<file path="config.mk">
export PLATFORM = sky130hd
export DESIGN_NAME = vga_frame_reader_flat
export DESIGN_NICKNAME = d
export VERILOG_FILES = /design/src/rtl/vga_frame_reader_if.sv /design/src/rtl/vga_frame_reader.sv /design/src/flat_wrapper.sv
export SDC_FILE = /design/constraint.sdc
export NUM_CORES = 1
export LEC_CHECK = 0
export CELL_PAD_IN_SITES_DETAIL_PLACEMENT = 2
export CELL_PAD_IN_SITES_GLOBAL_PLACEMENT = 2
export CORE_MARGIN = 2
export CORE_UTILIZATION = 28
export DETAILED_ROUTE_END_ITERATION = 8
export PLACE_DENSITY_LB_ADDON = 0.2
export SLEW_MARGIN = 20
export SYNTH_ARGS = -nofsm -noshare
export SYNTH_HDL_FRONTEND = slang
export SYNTH_SLANG_ARGS = --single-unit
export TNS_END_PERCENT = 100
</file>
<file path="constraint.sdc">
create_clock -name clk -period 2.7 [get_ports clk]
set_input_delay 0.54 -clock clk [delete_from_list [all_inputs] [get_ports clk]]
set_output_delay 0.54 -clock clk [all_outputs]
set_load 0.02 [all_outputs]
</file>
<file path="src/rtl/vga_frame_reader_if.sv">
// Frame buffer read port and VGA pin bundle for vga_frame_reader.
// The reader drives the address and the pins; the frame buffer returns data.
interface vga_frame_reader_if;
  logic [16:0] rd_addr;
  logic [15:0] rd_data;
  logic [7:0]  vga_r;
  logic [7:0]  vga_g;
  logic [7:0]  vga_b;
  logic        vga_hsync;
  logic        vga_vsync;
  logic        vga_blank_n;
  logic        frame_start;

  modport master (
    output rd_addr,
    input  rd_data,
    output vga_r, vga_g, vga_b,
    output vga_hsync, vga_vsync, vga_blank_n, frame_start
  );

  modport slave (
    input  rd_addr,
    output rd_data,
    input  vga_r, vga_g, vga_b,
    input  vga_hsync, vga_vsync, vga_blank_n, frame_start
  );
endinterface

</file>
<file path="src/rtl/vga_frame_reader.sv">
// 640x480@60 VGA scan-out of a 320x240 RGB565 frame buffer with 2x pixel/line
// doubling; syncs, blank and frame_start are delayed to match the RAM read latency.
module vga_frame_reader #(
  parameter int H_ACTIVE    = 640,
  parameter int H_FP        = 16,
  parameter int H_SYNC      = 96,
  parameter int H_BP        = 48,
  parameter int V_ACTIVE    = 480,
  parameter int V_FP        = 10,
  parameter int V_SYNC      = 2,
  parameter int V_BP        = 33,
  parameter int RAM_LATENCY = 2
) (
  input  logic               clk,
  input  logic               rst,
  vga_frame_reader_if.master bus
);

  localparam int STAGES = RAM_LATENCY + 2;

  localparam logic [9:0] H_ACT_C  = 10'(H_ACTIVE);
  localparam logic [9:0] H_LAST_C = 10'(H_ACTIVE + H_FP + H_SYNC + H_BP - 1);
  localparam logic [9:0] H_SS_C   = 10'(H_ACTIVE + H_FP);
  localparam logic [9:0] H_SE_C   = 10'(H_ACTIVE + H_FP + H_SYNC);
  localparam logic [9:0] V_ACT_C  = 10'(V_ACTIVE);
  localparam logic [9:0] V_LAST_C = 10'(V_ACTIVE + V_FP + V_SYNC + V_BP - 1);
  localparam logic [9:0] V_SS_C   = 10'(V_ACTIVE + V_FP);
  localparam logic [9:0] V_SE_C   = 10'(V_ACTIVE + V_FP + V_SYNC);

  function automatic logic [7:0] expand5(input logic [4:0] c);
    return {c, c[4:2]};
  endfunction

  function automatic logic [7:0] expand6(input logic [5:0] c);
    return {c, c[5:4]};
  endfunction

  logic [9:0]        h_cnt;
  logic [9:0]        v_cnt;
  logic              vld_p0;
  logic              hs_p0;
  logic              vs_p0;
  logic              sof_p0;
  logic [16:0]       row_p0;
  logic [16:0]       col_p0;
  logic [16:0]       addr_p0;
  logic [STAGES-1:0] vld_pipe;
  logic [STAGES-1:0] hs_pipe;
  logic [STAGES-1:0] vs_pipe;
  logic [STAGES-1:0] sof_pipe;

  always_ff @(posedge clk) begin
    if (rst) begin
      h_cnt <= '0;
      v_cnt <= '0;
    end else if (h_cnt == H_LAST_C) begin
      h_cnt <= '0;
      v_cnt <= (v_cnt == V_LAST_C) ? '0 : v_cnt + 10'd1;
    end else begin
      h_cnt <= h_cnt + 10'd1;
    end
  end

  // ---- stage 0: raw timing and source address from the counters ----
  assign vld_p0  = (h_cnt < H_ACT_C) && (v_cnt < V_ACT_C);
  assign hs_p0   = !((h_cnt >= H_SS_C) && (h_cnt < H_SE_C));
  assign vs_p0   = !((v_cnt >= V_SS_C) && (v_cnt < V_SE_C));
  assign sof_p0  = (h_cnt == 10'd0) && (v_cnt == 10'd0);
  assign row_p0  = {8'd0, v_cnt[9:1]};
  assign col_p0  = {8'd0, h_cnt[9:1]};
  assign addr_p0 = (row_p0 << 8) + (row_p0 << 6) + col_p0;

  // ---- stage 1: registered read address; timing enters the delay line ----
  always_ff @(posedge clk) begin
    if (rst) begin
      bus.rd_addr <= '0;
      vld_pipe    <= '0;
      hs_pipe     <= '1;
      vs_pipe     <= '1;
      sof_pipe    <= '0;
    end else begin
      bus.rd_addr <= vld_p0 ? addr_p0 : '0;
      vld_pipe    <= {vld_pipe[STAGES-2:0], vld_p0};
      hs_pipe     <= {hs_pipe[STAGES-2:0], hs_p0};
      vs_pipe     <= {vs_pipe[STAGES-2:0], vs_p0};
      sof_pipe    <= {sof_pipe[STAGES-2:0], sof_p0};
    end
  end

  // ---- stage RAM_LATENCY+2: colour capture, aligned with the delayed timing ----
  always_ff @(posedge clk) begin
    if (rst) begin
      bus.vga_r <= '0;
      bus.vga_g <= '0;
      bus.vga_b <= '0;
    end else if (vld_pipe[RAM_LATENCY]) begin
      bus.vga_r <= expand5(bus.rd_data[15:11]);
      bus.vga_g <= expand6(bus.rd_data[10:5]);
      bus.vga_b <= expand5(bus.rd_data[4:0]);
    end else begin
      bus.vga_r <= '0;
      bus.vga_g <= '0;
      bus.vga_b <= '0;
    end
  end

  assign bus.vga_hsync   = hs_pipe[STAGES-1];
  assign bus.vga_vsync   = vs_pipe[STAGES-1];
  assign bus.vga_blank_n = vld_pipe[STAGES-1];
  assign bus.frame_start = sof_pipe[STAGES-1];

endmodule

</file>
<file path="src/flat_wrapper.sv">
// flat-port wrapper written by rule: the top's interface ports become plain ports
module vga_frame_reader_flat 
#(
  parameter int H_ACTIVE    = 640,
  parameter int H_FP        = 16,
  parameter int H_SYNC      = 96,
  parameter int H_BP        = 48,
  parameter int V_ACTIVE    = 480,
  parameter int V_FP        = 10,
  parameter int V_SYNC      = 2,
  parameter int V_BP        = 33,
  parameter int RAM_LATENCY = 2
)
  (clk, rst, bus_rd_addr, bus_rd_data, bus_vga_r, bus_vga_g, bus_vga_b, bus_vga_hsync, bus_vga_vsync, bus_vga_blank_n, bus_frame_start);
  vga_frame_reader_if bus_i ();
  input  logic clk;
  input  logic rst;
  output wire logic [$bits(bus_i.rd_addr)-1:0] bus_rd_addr;
  input wire logic [$bits(bus_i.rd_data)-1:0] bus_rd_data;
  output wire logic [$bits(bus_i.vga_r)-1:0] bus_vga_r;
  output wire logic [$bits(bus_i.vga_g)-1:0] bus_vga_g;
  output wire logic [$bits(bus_i.vga_b)-1:0] bus_vga_b;
  output wire logic [$bits(bus_i.vga_hsync)-1:0] bus_vga_hsync;
  output wire logic [$bits(bus_i.vga_vsync)-1:0] bus_vga_vsync;
  output wire logic [$bits(bus_i.vga_blank_n)-1:0] bus_vga_blank_n;
  output wire logic [$bits(bus_i.frame_start)-1:0] bus_frame_start;
  assign bus_rd_addr = bus_i.rd_addr;
  assign bus_i.rd_data = bus_rd_data;
  assign bus_vga_r = bus_i.vga_r;
  assign bus_vga_g = bus_i.vga_g;
  assign bus_vga_b = bus_i.vga_b;
  assign bus_vga_hsync = bus_i.vga_hsync;
  assign bus_vga_vsync = bus_i.vga_vsync;
  assign bus_vga_blank_n = bus_i.vga_blank_n;
  assign bus_frame_start = bus_i.frame_start;
  vga_frame_reader #(.H_ACTIVE(H_ACTIVE), .H_FP(H_FP), .H_SYNC(H_SYNC), .H_BP(H_BP), .V_ACTIVE(V_ACTIVE), .V_FP(V_FP), .V_SYNC(V_SYNC), .V_BP(V_BP), .RAM_LATENCY(RAM_LATENCY)) u_core (.clk(clk), .rst(rst), .bus(bus_i));
endmodule
</file>
==> results of run 1 <==
[cell type report]
cell class | count | area, sq um
multi-input combinational | 198 | 1370
inverter | 13 | 48.8
tap | 136 | 170
sequential | 69 | 1380
clock inverter | 7 | 51.3
fill | 1144 | 6370
clock buffer | 9 | 124
timing repair buffer | 68 | 666
[cell families (layout without fill, tap and decap cells)]
kind of cell             after synthesis  after routing  synth area share
multiplexers                           6              6            0.0216
XOR/XNOR                              12             12            0.0363
flip-flops                            69             69             0.476
AND/OR/NAND/NOR                      126            126             0.240
AO/OA/AOI/OAI                         31             31            0.0656
buffers and inverters                 32             97            0.0552
adder cells (fa/ha/maj)               23             23             0.104
[per-stage QoR]
stage	setup WS [ns]	power, mW	utilization
6_report	0.212	1.92	0.374
4_1_cts	0.0838	1.96	0.373
5_1_grt	0.0472	2.02	0.374
3_3_place_gp	0.195	1.16	0.356
2_1_floorplan	0.119	1.11	-
3_5_place_dp	0.0970	1.16	0.356
[worst max-delay path, stage by stage (launching register included)]
cell and delay (ns):
dfxtp_1 0.33, inv_1 0.08, fa_1 0.54, inv_1 0.07, fa_1 0.49, a211oi_2 0.28, nor2_1 0.12, a221oi_2 0.31
mux2i_1 0.21
[registers in the layout, indices dropped and copies added, names as in the netlist]
signal / count
u_core.bus.rd_addr: 17
u_core.bus.vga_b: 5
u_core.bus.vga_g: 6
u_core.bus.vga_r: 5
u_core.h_cnt: 10
u_core.hs_pipe: 4
u_core.sof_pipe: 4
u_core.v_cnt: 10
u_core.vld_pipe: 4
u_core.vs_pipe: 4
[cells in the final DEF, fill, tap and decap left out, types with 2 or more instances in the layout]
cell and instances:
nand2_1 14, mux2_1 2, buf_4 6, clkdlybuf4s50_1 62, nand2b_1 4, clkinvlp_4 2
fa_1 2, o21bai_1 2, ha_1 21, o31ai_1 2, a21o_1 3, o21ai_0 8
xor2_1 5, and4_1 2, xnor2_1 7, mux2i_1 4, and2_1 25, nand4_1 9
nand3_1 13, a21oi_1 10, clkinv_2 2, clkbuf_8 9, nor2b_1 9, or2_2 7
nor4_1 2, or3_1 2, clkinv_4 2, inv_1 13, nor2_1 23, nor3_1 9
and3_1 3, dfxtp_1 69
[where the power goes]
group / leakage, nW / internal (mW) / total (mW) / switching (mW)
Combinational: 0.908 / 0.0513 / 0.0961 / 0.0448
Sequential: 0.559 / 1.03 / 1.04 / 0.00833
Clock: 0.0856 / 0.336 / 0.779 / 0.443
Total: 1.55 / 1.42 / 1.92 / 0.496
[worst paths after layout]
path / startpoint / to / slack [ns] / cells past startpoint
max reg2reg: u_core.v_cnt[1]$_SDFFE_PP0P_ / u_core.bus.rd_addr[15]$_SDFF_PP0_ / 0.21 / 8
min: u_core.vs_pipe[1]$_SDFF_PP1_ / u_core.vs_pipe[2]$_SDFF_PP1_ / 0.41 / 1
max: u_core.v_cnt[1]$_SDFFE_PP0P_ / u_core.bus.rd_addr[15]$_SDFF_PP0_ / 0.21 / 8
min reg2reg: u_core.vs_pipe[1]$_SDFF_PP1_ / u_core.vs_pipe[2]$_SDFF_PP1_ / 0.41 / 1
[cells in the mapped netlist, types with 3 or more instances]
master,number
a21o_1,3
a21oi_1,10
and2_1,25
and3_1,3
buf_4,8
clkbuf_1,8
dfxtp_1,69
ha_1,21
inv_1,13
mux2i_1,4
nand2_1,14
nand2b_1,4
nand3_1,13
nand4_1,9
nor2_1,23
nor2b_1,9
nor3_1,9
o21ai_0,8
or2_2,7
xnor2_1,7
xor2_1,5
[metal layers]
metal / routed length, microns / vias up / global-route usage
li1: - / 1126 / -
met1: 3710 / 1126 / 0.190
met4: 127 / 0 / 0.0536
met3: 395 / 12 / 0.0433
met5: 0 / - / 0
met2: 3460 / 65 / 0.232
==> qor.yml, run 1 <==
synth:
  synth_seq_cells: 69
  synth_cells: 299
  yosysTopAreaCell: "dfxtp_1"
  synth.top_cell.area_share: 0.476
  async_flop_share: 0
  ys.warnings.count: 0
  synth_cell_type_count: 39
  ys_seq_area_frac: 0.476
  syn_nets: 340
  synth.area.top_cells: "dfxtp_1 (48%), ha_1 (9.1%), and2_1 (5.4%)"
  synth_flop_cell: "dfxtp_1"
  synth_area_per_cell_sq_um: 9.70
  synth-edff-count: 0
  synth_area_sq_um: 2900
floorplan:
  rows: 37
  core_area_sq_um: 10200
  dieArea_sq_um: 11200
  ios: 63
  die_h_microns: 106
  dieWidth_microns: 106
  start_util: 0.285
sta:
  hold_viol: 0
  drv_slew: 0
  setup_violations: 0
  fin_skew_ns: 0.00970
  fin_crit_ns: 2.49
  holdWs_ns: 0.414
  tns_ns: 0
  worst_slew_pin_slew_ns: 0.811
  fmax_mhz: 402
  rsz0062_at_grt: "no"
  finalCritPeriodShare: 0.922
  relSlewSlack: 0.458
run_status:
  status: "complete, no violations"
power:
  leakagePower_nw: 1.55
  ir_worst_vdd_mv: 0.223
  p_per_area_nw_per_um2: 503
global_routing:
  overflow: 0
  antenna_found_initial: 0
  grt_pass1_vias: 2432
  grt_pass1_wl_microns: 12700
  grt_max_degree: 18
  grt.total_usage: 0.147
placement:
  placed_area_sq_um: 3620
  dp.cells: 484
  hpwl_microns: 5640
  gp_congestion: 0.804
  io_buffers: 62
critical_path:
  cp-start-kind: "flop"
  critPathArrivalTime_ns: 2.77
  crit_required_ns: 2.98
  cp-end-kind: "flop"
  critPathMaxFanout: 3
  critPathKind: "flop to flop"
clock_tree:
  cts_setup_buffers: 0
  cts-buffers-inserted: 9
  cts_tree: "built"
  ctsHoldBuffers: 0
  cts.path.max_buffers: 2
  cts-resized-gates: 0
  cts_max_level: 3
  root_buffer: "clkbuf_8"
  clock-sinks: 69
  clk_latency_ns: 0.35
  clk_pin_slew_ns: 0.08
cells_and_area:
  final_cells: 500
  layout-drive-gt1-share: 0.0879
  diodes: 0
  fin_area_sq_um: 3810
  syn_to_final_growth_pct: 31.4
  nNetsFinal: 400
detailed_routing:
  dr.pass1.iters: 4
  drc: 0
  drtIter0Drc: 53
  wire_per_inst_microns: 15.4
  via_per_inst: 4.66
  ant_nets: 0
  via_count: 2329
  wl_microns: 7690
run:
  drv_cap: 0
hold_path:
  hp-class: "flop to flop"
Power figures use the tool's default switching activity.
==> run 2: changes to the inputs <==
HOLD_SLACK_MARGIN = 0.1   (was unset)
==> results of run 2 <==
Final layout, timing and power as in run 1 (identical DEF).
==> run 3: changes to the inputs <==
CORE_MARGIN = 4   (was 2)
==> run 3 against run 2 <==
  * Clock skew barely moved
  * Die area rose by 7.7%
  * Via count fell by 1.3%
  * Design area fell by 0.26%
  * Global-route usage fell by 1.5 points
  * Power fell by 0.92%
  * Non-clock buffer count did not move
==> qor.yml, run 3 (synthesis results as in run 1) <==
placement:
  io_buffers: 62
  placed_area_sq_um: 3620
  gp_congestion: 0.802
  hpwl_microns: 5650
  dp.cells: 481
clock_tree:
  clock-sinks: 69
  clk_latency_ns: 0.35
  cts_max_level: 3
  cts_tree: "built"
  cts-buffers-inserted: 9
  cts-resized-gates: 0
  cts_setup_buffers: 0
  ctsHoldBuffers: 0
  clk_pin_slew_ns: 0.08
  root_buffer: "clkbuf_8"
  cts.path.max_buffers: 2
detailed_routing:
  dr.pass1.iters: 4
  via_count: 2298
  ant_nets: 0
  wl_microns: 7490
  drtIter0Drc: 45
  drc: 0
  wire_per_inst_microns: 15.1
  via_per_inst: 4.62
power:
  p_per_area_nw_per_um2: 499
  leakagePower_nw: 1.55
  ir_worst_vdd_mv: 0.202
sta:
  rsz0062_at_grt: "no"
  setup_violations: 0
  hold_viol: 0
  worst_slew_pin_slew_ns: 0.776
  tns_ns: 0
  finalCritPeriodShare: 0.936
  drv_slew: 0
  fin_crit_ns: 2.53
  relSlewSlack: 0.481
  fin_skew_ns: 0.00981
  fmax_mhz: 396
cells_and_area:
  diodes: 0
  reg_top3: "u_core.bus.rd_addr x17, u_core.h_cnt x10, u_core.v_cnt x10"
  filler_cell_count: 1115
  nNetsFinal: 400
  largest-register: "u_core.bus.rd_addr"
  final_common_cell: "dfxtp_1"
  layout-drive-gt1-share: 0.0852
  layout_common_cells: "dfxtp_1 (69), clkdlybuf4s50_1 (62), and2_1 (25), nor2_1 (23), ha_1 (21)"
  final_cells: 497
  final_util: 0.383
  largest_reg_flops: 17
  fin_area_sq_um: 3800
  syn_to_final_growth_pct: 31.1
global_routing:
  antenna_found_initial: 0
  grt.total_usage: 0.132
  grt_busiest_layer: "met2"
  grt_use_met2: 0.207
  use_met3: 0.0288
  grt_pass1_vias: 2382
  grt_max_degree: 18
  overflow: 0
  met1_usage: 0.173
  grt_pass1_wl_microns: 12000
floorplan:
  start_util: 0.293
  ios: 63
  dieWidth_microns: 110
  die_h_microns: 110
  core_area_sq_um: 9910
  dieArea_sq_um: 12000
  rows: 36
critical_path:
  crit_required_ns: 2.98
  critPathArrivalTime_ns: 2.81
  cp-end-kind: "flop"
  startpoint: "u_core.v_cnt[1]$_SDFFE_PP0P_"
  cp-start-kind: "flop"
  critPathKind: "flop to flop"
  timing.rr.start: "u_core.v_cnt[1]$_SDFFE_PP0P_"
  critPathMaxFanout: 3
hold_path:
  hp-start: "u_core.vs_pipe[1]$_SDFF_PP1_"
  hp-class: "flop to flop"
run_status:
  status: "complete, no violations"
run:
  drv_cap: 0
==> run 3: worst max-delay path, cell delays in order (launching register included) <==
cell	delay [ns]
dfxtp_1	0.33
inv_1	0.07
fa_1	0.53
inv_1	0.07
fa_1	0.49
a211oi_1	0.32
nor2_1	0.13
a221oi_2	0.31
mux2i_1	0.21
==> run 3: layer usage <==
| metal | part of all wire | wire, microns | vias to the layer above |
|---|---|---|---|
| li1 | - | - | 1122 |
| met1 | 0.50 | 3740 | 1107 |
| met2 | 0.44 | 3270 | 58 |
| met3 | 0.047 | 353 | 11 |
| met4 | 0.017 | 129 | 0 |
| met5 | 0 | 0 | - |
==> run 3: cell type report <==
cell class	instances	area (sq um)	area share
Clock buffer	9	124	0.0326
Timing Repair Buffer	68	666	0.175
Inverter	13	48.8	0.0128
Clock inverter	7	50.0	0.0132
Sequential cell	69	1380	0.364
Tap cell	133	166	0.0438
Multi-Input combinational cell	198	1360	0.359
==> run 3: path summary, 6_finish.rpt <==
path | cells past startpoint | slack [ns] | endpoint
setup reg to reg | 8 | 0.17 | u_core.bus.rd_addr[15]$_SDFF_PP0_
hold / removal | 1 | 0.41 | u_core.vs_pipe[2]$_SDFF_PP1_
setup / recovery | 8 | 0.17 | u_core.bus.rd_addr[15]$_SDFF_PP0_
hold reg to reg | 1 | 0.41 | u_core.vs_pipe[2]$_SDFF_PP1_
==> run 3: metrics by stage <==
stage                     setup slack, ns  hold slack [ns]  power [mW]
after floorplan                     0.119            0.389        1.11
after global placement              0.191            0.391        1.16
after detailed placement            0.105            0.396        1.16
after CTS                          0.0949            0.417        1.94
after global routing               0.0334            0.423        1.99
final                               0.173            0.413        1.90
==> run 3: where the power goes <==
| part | total, mW | internal [mW] | switching, mW |
|---|---|---|---|
| registers | 1.04 | 1.03 | 0.00819 |
| logic | 0.0959 | 0.0513 | 0.0447 |
| clock network | 0.762 | 0.334 | 0.427 |
| total | 1.90 | 1.42 | 0.480 |
